## config.mk

```make
export PLATFORM = sky130hd
export DESIGN_NAME = shift_unit_serial_flat
export DESIGN_NICKNAME = d
export VERILOG_FILES = /design/src/rtl/shift_unit_serial_if.sv /design/src/rtl/shift_unit_serial.sv /design/src/flat_wrapper.sv
export SDC_FILE = /design/constraint.sdc
export NUM_CORES = 1
export LEC_CHECK = 0
export CORE_MARGIN = 2
export CORE_UTILIZATION = 42
export CTS_CLUSTER_SIZE = 25
export DETAILED_ROUTE_END_ITERATION = 7
export GPL_TIMING_DRIVEN = 1
export PLACE_DENSITY = 0.87
export SETUP_SLACK_MARGIN = 0.15
export SLEW_MARGIN = 20
export SYNTH_ARGS = -nofsm -noshare
export SYNTH_HDL_FRONTEND = slang
export SYNTH_SLANG_ARGS = --single-unit
export TNS_END_PERCENT = 10
```

## constraint.sdc

```tcl
create_clock -name clk -period 1.4 [get_ports clk]
set_input_delay 0.28 -clock clk [delete_from_list [all_inputs] [get_ports clk]]
set_output_delay 0.28 -clock clk [all_outputs]
set_load 0.03 [all_outputs]
```

## src/rtl/shift_unit_serial_if.sv

```systemverilog
// Handshake and data bundle between the control unit and the serial shifter.
// master = control unit, slave = shift_unit_serial.
interface shift_unit_serial_if #(
  parameter int WIDTH   = 32,
  parameter int SHAMT_W = 5
);
  logic               start;
  logic [2:0]         op;
  logic [SHAMT_W-1:0] shamt;
  logic [WIDTH-1:0]   din;
  logic [WIDTH-1:0]   result;
  logic               busy;
  logic               done;

  modport master (
    output start,
    output op,
    output shamt,
    output din,
    input  result,
    input  busy,
    input  done
  );

  modport slave (
    input  start,
    input  op,
    input  shamt,
    input  din,
    output result,
    output busy,
    output done
  );
endinterface

```

## src/rtl/shift_unit_serial.sv

```systemverilog
// Serial shift/rotate unit: one bit position per clock, result feeds the
// ALU B-operand mux (RegDeslocamento input).
module shift_unit_serial #(
  parameter int WIDTH   = 32,
  parameter int SHAMT_W = 5
) (
  input logic                clk,
  input logic                reset,
  shift_unit_serial_if.slave bus
);

  localparam logic [2:0] OP_SLL = 3'd0;
  localparam logic [2:0] OP_SRL = 3'd1;
  localparam logic [2:0] OP_SRA = 3'd2;
  localparam logic [2:0] OP_ROR = 3'd3;
  localparam logic [2:0] OP_ROL = 3'd4;

  typedef enum logic [1:0] {
    S_IDLE,
    S_SHIFT,
    S_DONE
  } state_e;

  state_e             state_q, state_d;
  logic [WIDTH-1:0]   res_q, res_d;
  logic [WIDTH-1:0]   step;
  logic [SHAMT_W-1:0] cnt_q, cnt_d;
  logic [2:0]         op_q, op_d;
  logic               op_ok;

  assign op_ok = (bus.op <= OP_ROL);

  always_comb begin
    step = res_q;
    unique case (1'b1)
      op_q == OP_SLL: step = {res_q[WIDTH-2:0], 1'b0};
      op_q == OP_SRL: step = {1'b0, res_q[WIDTH-1:1]};
      op_q == OP_SRA: step = {res_q[WIDTH-1], res_q[WIDTH-1:1]};
      op_q == OP_ROR: step = {res_q[0], res_q[WIDTH-1:1]};
      op_q == OP_ROL: step = {res_q[WIDTH-2:0], res_q[WIDTH-1]};
      default:        step = res_q;
    endcase
  end

  always_comb begin
    state_d = state_q;
    res_d   = res_q;
    cnt_d   = cnt_q;
    op_d    = op_q;
    unique case (state_q)
      S_IDLE: begin
        if (bus.start) begin
          res_d = bus.din;
          op_d  = bus.op;
          cnt_d = bus.shamt;
          // Invalid op or zero amount skips straight to DONE (pass-through).
          if (bus.shamt != '0 && op_ok) state_d = S_SHIFT;
          else                          state_d = S_DONE;
        end
      end
      S_SHIFT: begin
        res_d = step;
        cnt_d = cnt_q - SHAMT_W'(1);
        if (cnt_q == SHAMT_W'(1)) state_d = S_DONE;
      end
      S_DONE: state_d = S_IDLE;
      default: state_d = S_IDLE;
    endcase
  end

  always_ff @(posedge clk) begin
    if (reset) begin
      state_q <= S_IDLE;
      res_q   <= '0;
      cnt_q   <= '0;
      op_q    <= '0;
    end else begin
      state_q <= state_d;
      res_q   <= res_d;
      cnt_q   <= cnt_d;
      op_q    <= op_d;
    end
  end

  assign bus.result = res_q;
  assign bus.busy   = (state_q != S_IDLE);
  assign bus.done   = (state_q == S_DONE);

endmodule

```

## src/flat_wrapper.sv

```systemverilog
// flat-port wrapper written by rule: the top's interface ports become plain ports
module shift_unit_serial_flat 
#(
  parameter int WIDTH   = 32,
  parameter int SHAMT_W = 5
)
  (clk, reset, bus_start, bus_op, bus_shamt, bus_din, bus_result, bus_busy, bus_done);
  shift_unit_serial_if #(.WIDTH(WIDTH), .SHAMT_W(SHAMT_W)) bus_i ();
  input logic clk;
  input logic reset;
  input wire logic [$bits(bus_i.start)-1:0] bus_start;
  input wire logic [$bits(bus_i.op)-1:0] bus_op;
  input wire logic [$bits(bus_i.shamt)-1:0] bus_shamt;
  input wire logic [$bits(bus_i.din)-1:0] bus_din;
  output wire logic [$bits(bus_i.result)-1:0] bus_result;
  output wire logic [$bits(bus_i.busy)-1:0] bus_busy;
  output wire logic [$bits(bus_i.done)-1:0] bus_done;
  assign bus_i.start = bus_start;
  assign bus_i.op = bus_op;
  assign bus_i.shamt = bus_shamt;
  assign bus_i.din = bus_din;
  assign bus_result = bus_i.result;
  assign bus_busy = bus_i.busy;
  assign bus_done = bus_i.done;
  shift_unit_serial #(.WIDTH(WIDTH), .SHAMT_W(SHAMT_W)) u_core (.clk(clk), .reset(reset), .bus(bus_i));
endmodule
```

==> impl_metrics.sql, run 1 <==
INSERT INTO impl_metrics (metric_group, metric, value, unit) VALUES
('run_status', 'status', 'finished with violations', ''),
('run_status', 'failed_checks', 'negative setup slack', ''),
('global_routing', 'number_of_antenna_violations_at_the_first_check_in_global_routing', '0', ''),
('clock_network', 'tritoncts', 'done', ''),
('yosys', 'syn-instance-count', '322', ''),
('sta', 'hold_viol_final', '0', ''),
('cells_and_area', 'area_growth', '57.1', '%'),
('routing', 'avgViaCountPerCell', '5.37', ''),
('global_routing', 'groute.layer.met2.usage', '39.0', '%'),
('power', 'vdd.ir_drop.worst', '0.573', 'mV'),
('clock_network', 'cts_max_path_buffers', '2', ''),
('yosys', 'synth-warning-count', '0', ''),
('clock_network', 'cts_hold_buf', '0', ''),
('yosys', 'synthesis.area_per_instance', '7.39', 'um2'),
('sta', 'worst_hold_slack', '498', 'ps'),
('sta', 'maxSlewViolCount', '0', ''),
('sta', 'report.final.setup_viol', '33', ''),
('cells_and_area', 'num_antenna_cells', '0', ''),
('worst_setup_path', 'worst_path_max_delay_cell', 'sky130_fd_sc_hd__dfxtp_4', ''),
('global_routing', 'grt_pass1_vias', '2522', ''),
('clock_network', 'cts-root-buf', 'sky130_fd_sc_hd__clkbuf_8', ''),
('place', 'io_buffer_count', '76', ''),
('global_routing', 'overall_fraction_of_global_route_tracks_in_use', '21.9', '%'),
('place', 'dp_worst_setup_slack', '-367', 'ps'),
('floorplan', 'fp-row-count', '27', ''),
('sta', 'finClkSkew', '9.26', 'ps'),
('global_routing', 'grt_max_degree', '35', ''),
('sta', 'fmax', '0.686', 'GHz'),
('worst_setup_path', 'worst_setup_path_start_kind', 'flip-flop', ''),
('floorplan', 'core_region_area', '5510', 'um2'),
('sta', 'grt_setup_unrepaired', 'true', ''),
('floorplan', 'die_area', '6290', 'um2'),
('place', 'hpwl', '5010', 'um'),
('sta', 'post-route-worst-setup-slack', '-56.8', 'ps'),
('floorplan', 'initial_core_util', '43.2', '%'),
('clock_network', 'insertion_delay', '300', 'ps'),
('global_routing', 'grt.overflow.total', '0', ''),
('floorplan', 'fp.dieW', '79.3', 'um'),
('worst_setup_path', 'critical_path_arrival', '1690', 'ps'),
('clock_network', 'cts_buffers', '5', ''),
('global_routing', 'global_route.peak_usage_layer', 'met2', ''),
('sta', 'final_min_period_over_clock_period', '104', '%'),
('yosys', 'synth_nets', '367', ''),
('global_routing', 'fraction_of_met3_tracks_used_by_global_routing', '3.64', '%'),
('power', 'total_leakage_power', '1.55', 'nW'),
('power', 'powerDensity', '1080', 'nW/um2'),
('global_routing', 'grt_use_met1', '26.7', '%'),
('clock_network', 'clk_pin_slew_worst_paths', '90', 'ps'),
('yosys', 'synth-main-ff-cell', 'sky130_fd_sc_hd__dfxtp_1', ''),
('routing', 'detailedRoute.firstPassIterationCount', '4', ''),
('place', 'place_congestion', '0.865', ''),
('routing', 'dr.first_iter.drc_count', '150', ''),
('sta', 'max_slew_margin', '78.9', '%'),
('cells_and_area', 'final_net_count', '479', ''),
('min_path', 'class_of_the_worst_hold_path', 'reg2reg', ''),
('routing', 'route.detailed.wl_per_inst', '14.0', 'um'),
('yosys', 'yosysSeqAreaShare', '35.3', '%'),
('routing', 'totalWireLength', '7110', 'um'),
('sta', 'period_minus_slack', '1460', 'ps'),
('floorplan', 'top_level_ports', '77', ''),
('cells_and_area', 'nFillCells', '476', ''),
('worst_setup_path', 'critPathCaptureType', 'flip-flop', ''),
('cells_and_area', 'drive_gt1_share', '28.5', '%'),
('worst_setup_path', 'worstPathCellList', 'buf_12 > nor2b_4 > buf_4 > nor2_1 > a311o_1 > mux2i_1', ''),
('yosys', 'async_reset_ff_share', '0', '%'),
('cells_and_area', 'final_core_utilization', '67.9', '%'),
('clock_network', 'ctsHtreeMaxLevel', '2', ''),
('yosys', 'number_of_flops_mapped_to_enable_cells_by_yosys', '0', ''),
('routing', 'via_count', '2722', ''),
('yosys', 'yosys_register_bits', '42', ''),
('routing', 'post-route-drc-count', '0', ''),
('global_routing', 'grt_first_pass_wirelength', '11200', 'um'),
('worst_setup_path', 'slowest_delay', '360', 'ps'),
('yosys', 'netlist_area_before_placement', '2380', 'um2'),
('floorplan', 'die_h', '79.3', 'um'),
('routing', 'final_antenna_net_count', '0', ''),
('sta', 'final.setup.tns', '-1030', 'ps'),
('worst_setup_path', 'crit_fanout', '7', ''),
('clock_network', 'clock_sinks', '42', ''),
('worst_setup_path', 'worstSetupPathType', 'reg2reg', ''),
('flow_run', 'max-cap-violations', '0', ''),
('yosys', 'synth.distinct_cells', '40', ''),
('worst_setup_path', 'worst-endpoint-required', '1630', 'ps'),
('sta', 'worst_slew_pin_slew', '315', 'ps');
-- critical path, delay by kind of cell (launching register included) --
| kind | cells | cell delay, ps |
|---|---|---|
| AOI/OAI and AO/OA | 1 | 310 |
| muxes | 1 | 130 |
| and+or+nand+nor | 2 | 280 |
| DFF | 1 | 360 |
| buffers and inverters | 2 | 320 |
-- Yosys cell counts, types with 2 or more instances --
cell type / instances / share of area (%)
sky130_fd_sc_hd__a21oi_1: 64 / 13
sky130_fd_sc_hd__nand2b_1: 4 / 1.1
sky130_fd_sc_hd__nor2b_1: 2 / 0.53
sky130_fd_sc_hd__nand2_1: 68 / 11
sky130_fd_sc_hd__a31oi_1: 3 / 0.79
sky130_fd_sc_hd__nor2b_4: 2 / 1.2
sky130_fd_sc_hd__nor3_1: 2 / 0.42
sky130_fd_sc_hd__buf_2: 13 / 2.7
sky130_fd_sc_hd__inv_1: 5 / 0.79
sky130_fd_sc_hd__buf_6: 5 / 2.4
sky130_fd_sc_hd__mux2i_1: 4 / 1.7
sky130_fd_sc_hd__buf_4: 4 / 1.3
sky130_fd_sc_hd__clkbuf_1: 4 / 0.63
sky130_fd_sc_hd__nor2_1: 43 / 6.8
sky130_fd_sc_hd__a311o_1: 2 / 0.84
sky130_fd_sc_hd__ha_1: 2 / 1.1
sky130_fd_sc_hd__a211o_1: 31 / 11
sky130_fd_sc_hd__dfxtp_1: 42 / 35
-- cell usage in the layout (no fill, tap or decap), drive strengths merged, types with 3 or more instances in the layout --
cell type	synthesis	layout
clkdlybuf4s15	0	14
nor2	44	44
dfxtp	42	42
nand2	68	68
a21oi	64	64
a31oi	3	3
nor2b	4	4
buf	23	75
mux2i	4	4
nand2b	4	4
clkdlybuf4s50	0	41
clkbuf	4	5
a211o	31	31
inv	5	5
-- routing by layer --
layer  share of wire, %  routed length [um]
met1                 42                2980
met4               0.97                  69
met5                  0                   0
met2                 51                3640
met3                5.9                 419
-- sequential cells by signal, indices dropped and copies added (netlist names) --
name               count
u_core.op_q            3
u_core.cnt_q           5
u_core.state_q         2
u_core.bus.result     32
-- final timing paths --
path              slack, ps                     to  cells after the start                  from
hold / removal          500   u_core.bus.result[9]                      2  u_core.bus.result[9]
setup / recovery        -60  u_core.bus.result[31]                      6     u_core.state_q[1]
hold reg to reg         500   u_core.bus.result[9]                      2  u_core.bus.result[9]
setup reg to reg        -60  u_core.bus.result[31]                      6     u_core.state_q[1]
-- metrics by stage --
stage	instance area (um2)	total power [W]	std cells
6_report	3740	0.00405	507
5_1_grt	3740	0.00424	507
4_1_cts	3710	0.00401	506
3_5_place_dp	3570	0.00308	496
3_3_place_gp	3570	0.00304	496
2_1_floorplan	2430	0.00238	322
-- logic make-up (layout without fill, tap and decap cells) --
family | count (synthesis) | in the layout | share of synthesized area (%)
and+or+nand+nor | 128 | 128 | 22.5
buffers and inverters | 32 | 145 | 7.93
adders and majority gates | 2 | 2 | 1.05
muxes | 4 | 4 | 1.68
DFF | 42 | 42 | 35.3
AOI/OAI and AO/OA | 114 | 114 | 31.5
-- what timing repair did --
item | in CTS | in global routing
endpoints found under the setup margin | 75 | 53
buffers inserted | 2 | 1
pin swaps | 1 | 7
gates resized for setup | 122 | 35
-- where the power goes --
group / total [W] / switching, W / leakage [nW] / internal [W]
clock network: 0.000965 / 0.000440 / 0.0579 / 0.000525
logic: 0.00166 / 0.000876 / 1.15 / 0.000783
registers: 0.00143 / 0.0000974 / 0.348 / 0.00133
-- final cells by class --
cell class	count	area [um2]	area share, %
flip-flops and latches	42	847	22.6
inverters	5	18.8	0.502
clock buffers	5	68.8	1.84
clock inverters	3	40.0	1.07
repair buffers	132	1240	33.1
multi-input cells	248	1440	38.4
well taps	72	90.1	2.41
No activity file was read; power rests on OpenSTA's default activity.
==> run 2: changes to the inputs <==
--- a/config.mk
+++ b/config.mk
@@ -10,7 +10,7 @@
 export CTS_CLUSTER_SIZE = 25
 export DETAILED_ROUTE_END_ITERATION = 7
 export GPL_TIMING_DRIVEN = 1
-export PLACE_DENSITY = 0.87
+export PLACE_DENSITY = 0.88
 export SETUP_SLACK_MARGIN = 0.15
 export SLEW_MARGIN = 20
 export SYNTH_ARGS = -nofsm -noshare
==> run 2 against run 1 <==
Effect of this change: the run still ends with negative setup slack left; sequential power about the same; clock-buffer cell count up 2; setup slack worse by 58 ps; utilization up 2.2 points; cell area up 3.2%; maximum frequency down 3.8%; cell count up 1.6%; register-to-register slack worse by 60 ps; non-clock buffer count up 9; first-iteration DRC count up 41%; critical path type unchanged; highest routed layer unchanged.
==> impl_metrics.sql, run 2 (same netlist as run 1, synthesis figures left out) <==
INSERT INTO impl_metrics (metric_group, metric, value, unit) VALUES
('clock_network', 'cts_max_path_buffers', '2', ''),
('clock_network', 'cts_buffers', '5', ''),
('power', 'vdd.ir_drop.worst', '0.555', 'mV'),
('place', 'place_congestion', '0.847', ''),
('power', 'powerDensity', '1030', 'nW/um2'),
('sta', 'fmax', '0.660', 'GHz'),
('worst_setup_path', 'critPathCaptureType', 'flip-flop', ''),
('floorplan', 'initial_core_util', '43.2', '%'),
('worst_setup_path', 'cp_num_buf_inv', '3', ''),
('cells_and_area', 'layout_commonest_cell', 'sky130_fd_sc_hd__nand2_1', ''),
('cells_and_area', 'nFillCells', '421', ''),
('power', 'clock_power_share', '18.8', '%'),
('routing', 'dr.first_iter.drc_count', '211', ''),
('global_routing', 'number_of_antenna_violations_at_the_first_check_in_global_routing', '0', ''),
('place', 'placedCellCount', '494', ''),
('worst_setup_path', 'worstSetupPathType', 'reg2reg', ''),
('sta', 'post-route-worst-setup-slack', '-114', 'ps'),
('sta', 'worst_slew_pin_slew', '356', 'ps'),
('routing', 'route.detailed.wl_per_inst', '14.9', 'um'),
('sta', 'grt_setup_unrepaired', 'true', ''),
('cells_and_area', 'num_antenna_cells', '0', ''),
('place', 'standard_cell_area_after_detailed_placement', '3540', 'um2'),
('worst_setup_path', 'worstPathCellList', 'buf_6 > nor2b_4 > o22ai_4 > buf_4 > buf_16 > nand2_1 > a21oi_1', ''),
('flow_run', 'max-cap-violations', '0', ''),
('worst_setup_path', 'path_delay_family', 'buffers and inverters', ''),
('sta', 'report.final.setup_viol', '33', ''),
('global_routing', 'grt_max_degree', '19', ''),
('global_routing', 'global_route.peak_usage_layer', 'met2', ''),
('global_routing', 'fraction_of_met3_tracks_used_by_global_routing', '5.45', '%'),
('worst_setup_path', 'critical_path_arrival', '1740', 'ps'),
('min_path', 'class_of_the_worst_hold_path', 'reg2reg', ''),
('sta', 'maxSlewViolCount', '0', ''),
('cells_and_area', 'final_net_count', '488', ''),
('routing', 'avgViaCountPerCell', '5.49', ''),
('worst_setup_path', 'worst_setup_path_start_kind', 'flip-flop', ''),
('global_routing', 'grt_first_pass_wirelength', '11900', 'um'),
('worst_setup_path', 'critical_path.reg2reg.startpoint', 'u_core.state_q[1]', ''),
('place', 'io_buffer_count', '76', ''),
('floorplan', 'fp.dieW', '79.3', 'um'),
('min_path', 'min_delay_src', 'u_core.cnt_q[3]', ''),
('routing', 'final_antenna_net_count', '0', ''),
('sta', 'period_minus_slack', '1510', 'ps'),
('run_status', 'failed_checks', 'negative setup slack', ''),
('worst_setup_path', 'worst_path_max_delay_cell', 'sky130_fd_sc_hd__dfxtp_4', ''),
('sta', 'final.setup.tns', '-1440', 'ps'),
('clock_network', 'clk_pin_slew_worst_paths', '80', 'ps'),
('clock_network', 'ctsHtreeMaxLevel', '2', ''),
('power', 'sw_frac_of_total', '35.9', '%'),
('routing', 'via_count', '2826', ''),
('place', 'hpwl', '4960', 'um'),
('cells_and_area', 'finish.instance_area', '3860', 'um2'),
('clock_network', 'cts_hold_buf', '0', ''),
('floorplan', 'die_area', '6290', 'um2'),
('cells_and_area', 'largest_reg_flops', '32', ''),
('cells_and_area', 'layout_common_cells', 'sky130_fd_sc_hd__nand2_1 (68), sky130_fd_sc_hd__a21oi_1 (57), sky130_fd_sc_hd__buf_4 (42), sky130_fd_sc_hd__clkdlybuf4s50_1 (41), sky130_fd_sc_hd__nor2_1 (40)', ''),
('place', 'dp_worst_setup_slack', '-324', 'ps'),
('cells_and_area', 'area_growth', '62.1', '%'),
('min_path', 'whs_path_depth', '2', ''),
('global_routing', 'groute.layer.met2.usage', '42.9', '%'),
('global_routing', 'grt_pass1_vias', '2704', ''),
('worst_setup_path', 'worst-endpoint-required', '1630', 'ps'),
('run_status', 'status', 'finished with violations', ''),
('sta', 'max_slew_margin', '76.1', '%'),
('routing', 'detailedRoute.firstPassIterationCount', '4', ''),
('floorplan', 'fp-row-count', '27', ''),
('power', 'seq_power_share', '36.0', '%'),
('min_path', 'hold-path-endpoint', 'u_core.cnt_q[3]', ''),
('worst_setup_path', 'rr_worst_depth', '7', ''),
('worst_setup_path', 'slowest_delay', '370', 'ps'),
('sta', 'hold_viol_final', '0', ''),
('global_routing', 'grt.overflow.total', '0', ''),
('routing', 'post-route-drc-count', '0', ''),
('worst_setup_path', 'crit-reg2reg-capture', 'u_core.bus.result[21]', ''),
('clock_network', 'tritoncts', 'done', ''),
('floorplan', 'die_h', '79.3', 'um'),
('routing', 'totalWireLength', '7690', 'um'),
('power', 'total_leakage_power', '1.62', 'nW'),
('clock_network', 'clock_sinks', '42', ''),
('global_routing', 'grt_use_met1', '27.5', '%'),
('power', 'cell_internal_pwr', '0.00256', 'W'),
('global_routing', 'overall_fraction_of_global_route_tracks_in_use', '23.5', '%'),
('cells_and_area', 'post_layout_nonfiller_instances', '515', ''),
('power', 'p_sw', '0.00143', 'W'),
('clock_network', 'cts-root-buf', 'sky130_fd_sc_hd__clkbuf_8', ''),
('floorplan', 'core_region_area', '5510', 'um2'),
('worst_setup_path', 'crit_fanout', '15', ''),
('power', 'design_power_total', '0.00399', 'W'),
('worst_setup_path', 'timing.reg2reg.setup_slack', '-110', 'ps'),
('sta', 'finClkSkew', '3.18', 'ps'),
('sta', 'final_min_period_over_clock_period', '108', '%'),
('cells_and_area', 'drive_gt1_share', '29.3', '%'),
('clock_network', 'insertion_delay', '300', 'ps'),
('floorplan', 'top_level_ports', '77', ''),
('power', 'share_comb_of_total_power', '45.2', '%');
[run 2: timing repair]
| action | CTS | global route |
|---|---|---|
| pin swaps | 7 | 11 |
| buffers inserted | 11 | 0 |
| setup endpoints to repair | 75 | 59 |
| cloned | 3 | 0 |
| resized for setup | 126 | 52 |
[run 2: worst reg2reg max path, cell delays in order, from the launching register on]
cell and delay [ps]:
sky130_fd_sc_hd__dfxtp_4 370, sky130_fd_sc_hd__buf_6 130, sky130_fd_sc_hd__nor2b_4 50, sky130_fd_sc_hd__o22ai_4 310, sky130_fd_sc_hd__buf_4 200, sky130_fd_sc_hd__buf_16 140, sky130_fd_sc_hd__nand2_1 80, sky130_fd_sc_hd__a21oi_1 170
[run 2: power groups by stage]
stage	sequential (W)	combinational (W)	clock, W
finish	0.00144	0.00180	0.000752
CTS	0.00143	0.00175	0.000760
global route	0.00145	0.00192	0.000809
floorplan	0.00167	0.000713	0
global placement	0.00145	0.00156	0
detailed placement	0.00146	0.00160	0
[run 2: layout make-up]
| cell class | instances | area (um2) | area share (%) |
|---|---|---|---|
| Inverter | 5 | 18.8 | 0.486 |
| Multi-Input combinational cell | 248 | 1450 | 37.4 |
| Timing Repair Buffer | 141 | 1380 | 35.8 |
| Tap cell | 72 | 90.1 | 2.33 |
| Clock buffer | 7 | 76.3 | 1.98 |
| Sequential cell | 42 | 848 | 22.0 |
[run 2: per-stage QoR]
step	utilization, %	hold slack, ps
floorplan	-	427
global placement	64.3	477
detailed placement	64.3	483
CTS	70.0	491
global route	70.1	517
finish	70.1	481
[run 2: worst max-delay path by stage]
stage	to	slack, ps	from	cells past startpoint
after floorplan	u_core.bus.result[21]	120	u_core.state_q[1]	7
after global placement	u_core.bus.result[29]	-310	bus_start	6
after detailed placement	u_core.cnt_q[4]	-320	bus_start	7
after CTS	u_core.bus.result[27]	-50	u_core.state_q[1]	7
after global routing	u_core.bus.result[24]	-160	u_core.state_q[1]	7
final	u_core.bus.result[21]	-110	u_core.state_q[1]	7
[run 2: metal layers]
| metal | routed length [um] | part of all wire, % |
|---|---|---|
| met1 | 3190 | 41 |
| met2 | 3950 | 51 |
| met3 | 450 | 5.9 |
| met4 | 102 | 1.3 |
| met5 | 0 | 0 |
==> run 3: changes to the inputs <==
--- a/config.mk
+++ b/config.mk
@@ -6,14 +6,15 @@
 export NUM_CORES = 1
 export LEC_CHECK = 0
 export CORE_MARGIN = 2
-export CORE_UTILIZATION = 42
+export CORE_UTILIZATION = 57
 export CTS_CLUSTER_SIZE = 25
 export DETAILED_ROUTE_END_ITERATION = 7
+export DONT_BUFFER_PORTS = 1
 export GPL_TIMING_DRIVEN = 1
-export PLACE_DENSITY = 0.88
+export PLACE_DENSITY = 0.86
 export SETUP_SLACK_MARGIN = 0.15
 export SLEW_MARGIN = 20
 export SYNTH_ARGS = -nofsm -noshare
 export SYNTH_HDL_FRONTEND = slang
 export SYNTH_SLANG_ARGS = --single-unit
-export TNS_END_PERCENT = 10
+export TNS_END_PERCENT = 5
==> run 3 against run 2 <==
Effect of this change: the flow now finishes without violations; via count down 13%; clock power up 7.3%; cell count down 21%; largest cell class unchanged; largest power group is now sequential cells; hold slack worse by 440 ps.
==> impl_metrics.sql, run 3 (same netlist as run 1, synthesis figures left out) <==
INSERT INTO impl_metrics (metric_group, metric, value, unit) VALUES
('run_status', 'status', 'finished, final reports clean', ''),
('power', 'design_power_total', '0.00362', 'W'),
('floorplan', 'fp.dieW', '68.6', 'um'),
('global_routing', 'overall_fraction_of_global_route_tracks_in_use', '26.3', '%'),
('routing', 'via_count', '2465', ''),
('worst_setup_path', 'worstPathCellList', 'buf_4 > nand2b_4 > buf_12 > a21oi_1 > a211o_1 > a21oi_1', ''),
('power', 'powerDensity', '1220', 'nW/um2'),
('global_routing', 'grt_pass1_vias', '2204', ''),
('cells_and_area', 'drive_gt1_share', '24.9', '%'),
('cells_and_area', 'seqCellArea', '851', 'um2'),
('cells_and_area', 'layout_common_cells', 'sky130_fd_sc_hd__nand2_1 (68), sky130_fd_sc_hd__a21oi_1 (55), sky130_fd_sc_hd__buf_4 (46), sky130_fd_sc_hd__nor2_1 (41), sky130_fd_sc_hd__dfxtp_1 (36)', ''),
('worst_setup_path', 'rr_worst_depth', '6', ''),
('worst_setup_path', 'worst_setup_path_start_kind', 'flip-flop', ''),
('min_path', 'class_of_the_worst_hold_path', 'in2reg', ''),
('clock_network', 'clock_sinks', '42', ''),
('floorplan', 'initial_core_util', '59.5', '%'),
('sta', 'fmax', '0.724', 'GHz'),
('floorplan', 'die_area', '4710', 'um2'),
('worst_setup_path', 'slowest_delay', '400', 'ps'),
('sta', 'worst_slew_pin_slew', '339', 'ps'),
('worst_setup_path', 'worst_path_max_delay_cell', 'sky130_fd_sc_hd__dfxtp_4', ''),
('cells_and_area', 'nFillCells', '283', ''),
('worst_setup_path', 'timing.reg2reg.setup_slack', '20', 'ps'),
('cells_and_area', 'layout_commonest_cell', 'sky130_fd_sc_hd__nand2_1', ''),
('sta', 'maxSlewViolCount', '0', ''),
('floorplan', 'fp-row-count', '23', ''),
('clock_network', 'cts_hold_buf', '0', ''),
('power', 'vdd.ir_drop.worst', '0.682', 'mV'),
('place', 'place_congestion', '0.883', ''),
('clock_network', 'clk_pin_slew_worst_paths', '80', 'ps'),
('worst_setup_path', 'crit_fanout', '21', ''),
('routing', 'detailedRoute.firstPassIterationCount', '5', ''),
('cells_and_area', 'largest_reg_flops', '32', ''),
('min_path', 'min_delay_src', 'reset', ''),
('worst_setup_path', 'critPathCaptureType', 'flip-flop', ''),
('routing', 'avgViaCountPerCell', '6.04', ''),
('place', 'placedCellCount', '397', ''),
('worst_setup_path', 'critical_path.reg2reg.startpoint', 'u_core.state_q[1]', ''),
('global_routing', 'grt.overflow.total', '0', ''),
('clock_network', 'cts_max_path_buffers', '2', ''),
('place', 'hpwl', '4290', 'um'),
('sta', 'report.final.setup_viol', '0', ''),
('sta', 'final_min_period_over_clock_period', '98.6', '%'),
('sta', 'period_minus_slack', '1380', 'ps'),
('floorplan', 'top_level_ports', '77', ''),
('place', 'io_buffer_count', '0', ''),
('worst_setup_path', 'worstSetupPathType', 'reg2reg', ''),
('flow_run', 'max-cap-violations', '0', ''),
('cells_and_area', 'area_growth', '24.6', '%'),
('worst_setup_path', 'worst-endpoint-required', '1630', 'ps'),
('cells_and_area', 'multiInputGateArea', '1440', 'um2'),
('clock_network', 'cts_buffers', '5', ''),
('global_routing', 'number_of_antenna_violations_at_the_first_check_in_global_routing', '0', ''),
('worst_setup_path', 'critical_path.most_common_cell', 'sky130_fd_sc_hd__a21oi_1', ''),
('sta', 'max_slew_margin', '77.4', '%'),
('clock_network', 'tritoncts', 'done', ''),
('sta', 'finClkSkew', '9.02', 'ps'),
('routing', 'post-route-drc-count', '0', ''),
('cells_and_area', 'num_antenna_cells', '0', ''),
('routing', 'route.detailed.wl_per_inst', '16.1', 'um'),
('floorplan', 'die_h', '68.6', 'um'),
('cells_and_area', 'final_net_count', '402', ''),
('clock_network', 'cts-root-buf', 'sky130_fd_sc_hd__clkbuf_8', ''),
('worst_setup_path', 'critical_path_arrival', '1610', 'ps'),
('global_routing', 'grt_first_pass_wirelength', '9430', 'um'),
('power', 'total_leakage_power', '1.21', 'nW'),
('clock_network', 'ctsHtreeMaxLevel', '2', ''),
('routing', 'dr.first_iter.drc_count', '155', ''),
('sta', 'grt_setup_unrepaired', 'true', ''),
('floorplan', 'core_region_area', '4000', 'um2'),
('routing', 'final_antenna_net_count', '0', ''),
('min_path', 'hold-path-endpoint', 'u_core.bus.result[8]', ''),
('min_path', 'whs_path_depth', '1', ''),
('clock_network', 'insertion_delay', '290', 'ps'),
('worst_setup_path', 'crit-reg2reg-capture', 'u_core.bus.result[2]', ''),
('global_routing', 'grt_max_degree', '44', ''),
('cells_and_area', 'post_layout_nonfiller_instances', '408', ''),
('routing', 'totalWireLength', '6570', 'um'),
('sta', 'hold_viol_final', '0', '');
[run 3: report_power, final]
group | internal [W] | leakage, nW | total (W) | switching (W)
registers | 0.00133 | 0.349 | 0.00146 | 0.000128
clock network | 0.000398 | 0.0482 | 0.000807 | 0.000409
logic | 0.000573 | 0.810 | 0.00135 | 0.000774
total | 0.00230 | 1.21 | 0.00362 | 0.00131
[run 3: worst max-delay path: cells and delay by family, from the launching register on]
family                 cells  cell delay, ps
AO/OA/AOI/OAI              3             480
buffers and inverters      2             290
flip-flops                 1             400
AND/OR/NAND/NOR            1             140
[run 3: through the flow]
stage | cell area, um2 | util, % | hold WS (ps) | worst slack, ps | TNS [ps]
4_1_cts | 2890 | 72.3 | 45.6 | 38.3 | 0
5_1_grt | 2970 | 74.2 | 33.8 | -37.9 | -187
6_report | 2970 | 74.2 | 44.7 | 19.1 | 0
3_5_place_dp | 2760 | 68.9 | 356 | 5.71 | 0
3_3_place_gp | 2760 | 68.9 | 353 | 66.3 | 0
2_1_floorplan | 2430 | - | 427 | 124 | 0
[run 3: layer usage]
metal	track usage, %	part of all wire, %	vias to the layer above	wire length, um
met5	0	0	-	0
met4	10.8	1.4	0	93
met2	46.8	50	126	3300
met1	30.1	40	1141	2610
li1	-	-	1186	-
met3	6.17	8.6	12	565
[run 3: how the worst max path moves through the flow]
stage               cells after the start  slack, ps               from               endpoint
floorplan                               7        120  u_core.state_q[1]  u_core.bus.result[21]
global placement                        5         70     u_core.op_q[1]   u_core.bus.result[2]
detailed placement                      5          6  u_core.state_q[1]   u_core.bus.result[3]
CTS                                     2         40  u_core.state_q[0]               bus_busy
global route                            5        -40  u_core.state_q[0]  u_core.bus.result[23]
finish                                  6         20  u_core.state_q[1]   u_core.bus.result[2]
[run 3: cell type report]
cell class	count	share of cell area [%]
clock inverters	1	0.169
flip-flops and latches	42	28.7
clock buffers	7	2.91
well taps	50	2.11
repair buffers	55	16.8
inverters	5	0.633
multi-input cells	248	48.7
[run 3: timing repair]
action,in CTS,in global routing
endpoints found under the setup margin,40,41
pin swaps,1,14
gates cloned,0,0
resized for setup,9,18
setup buffers,2,1
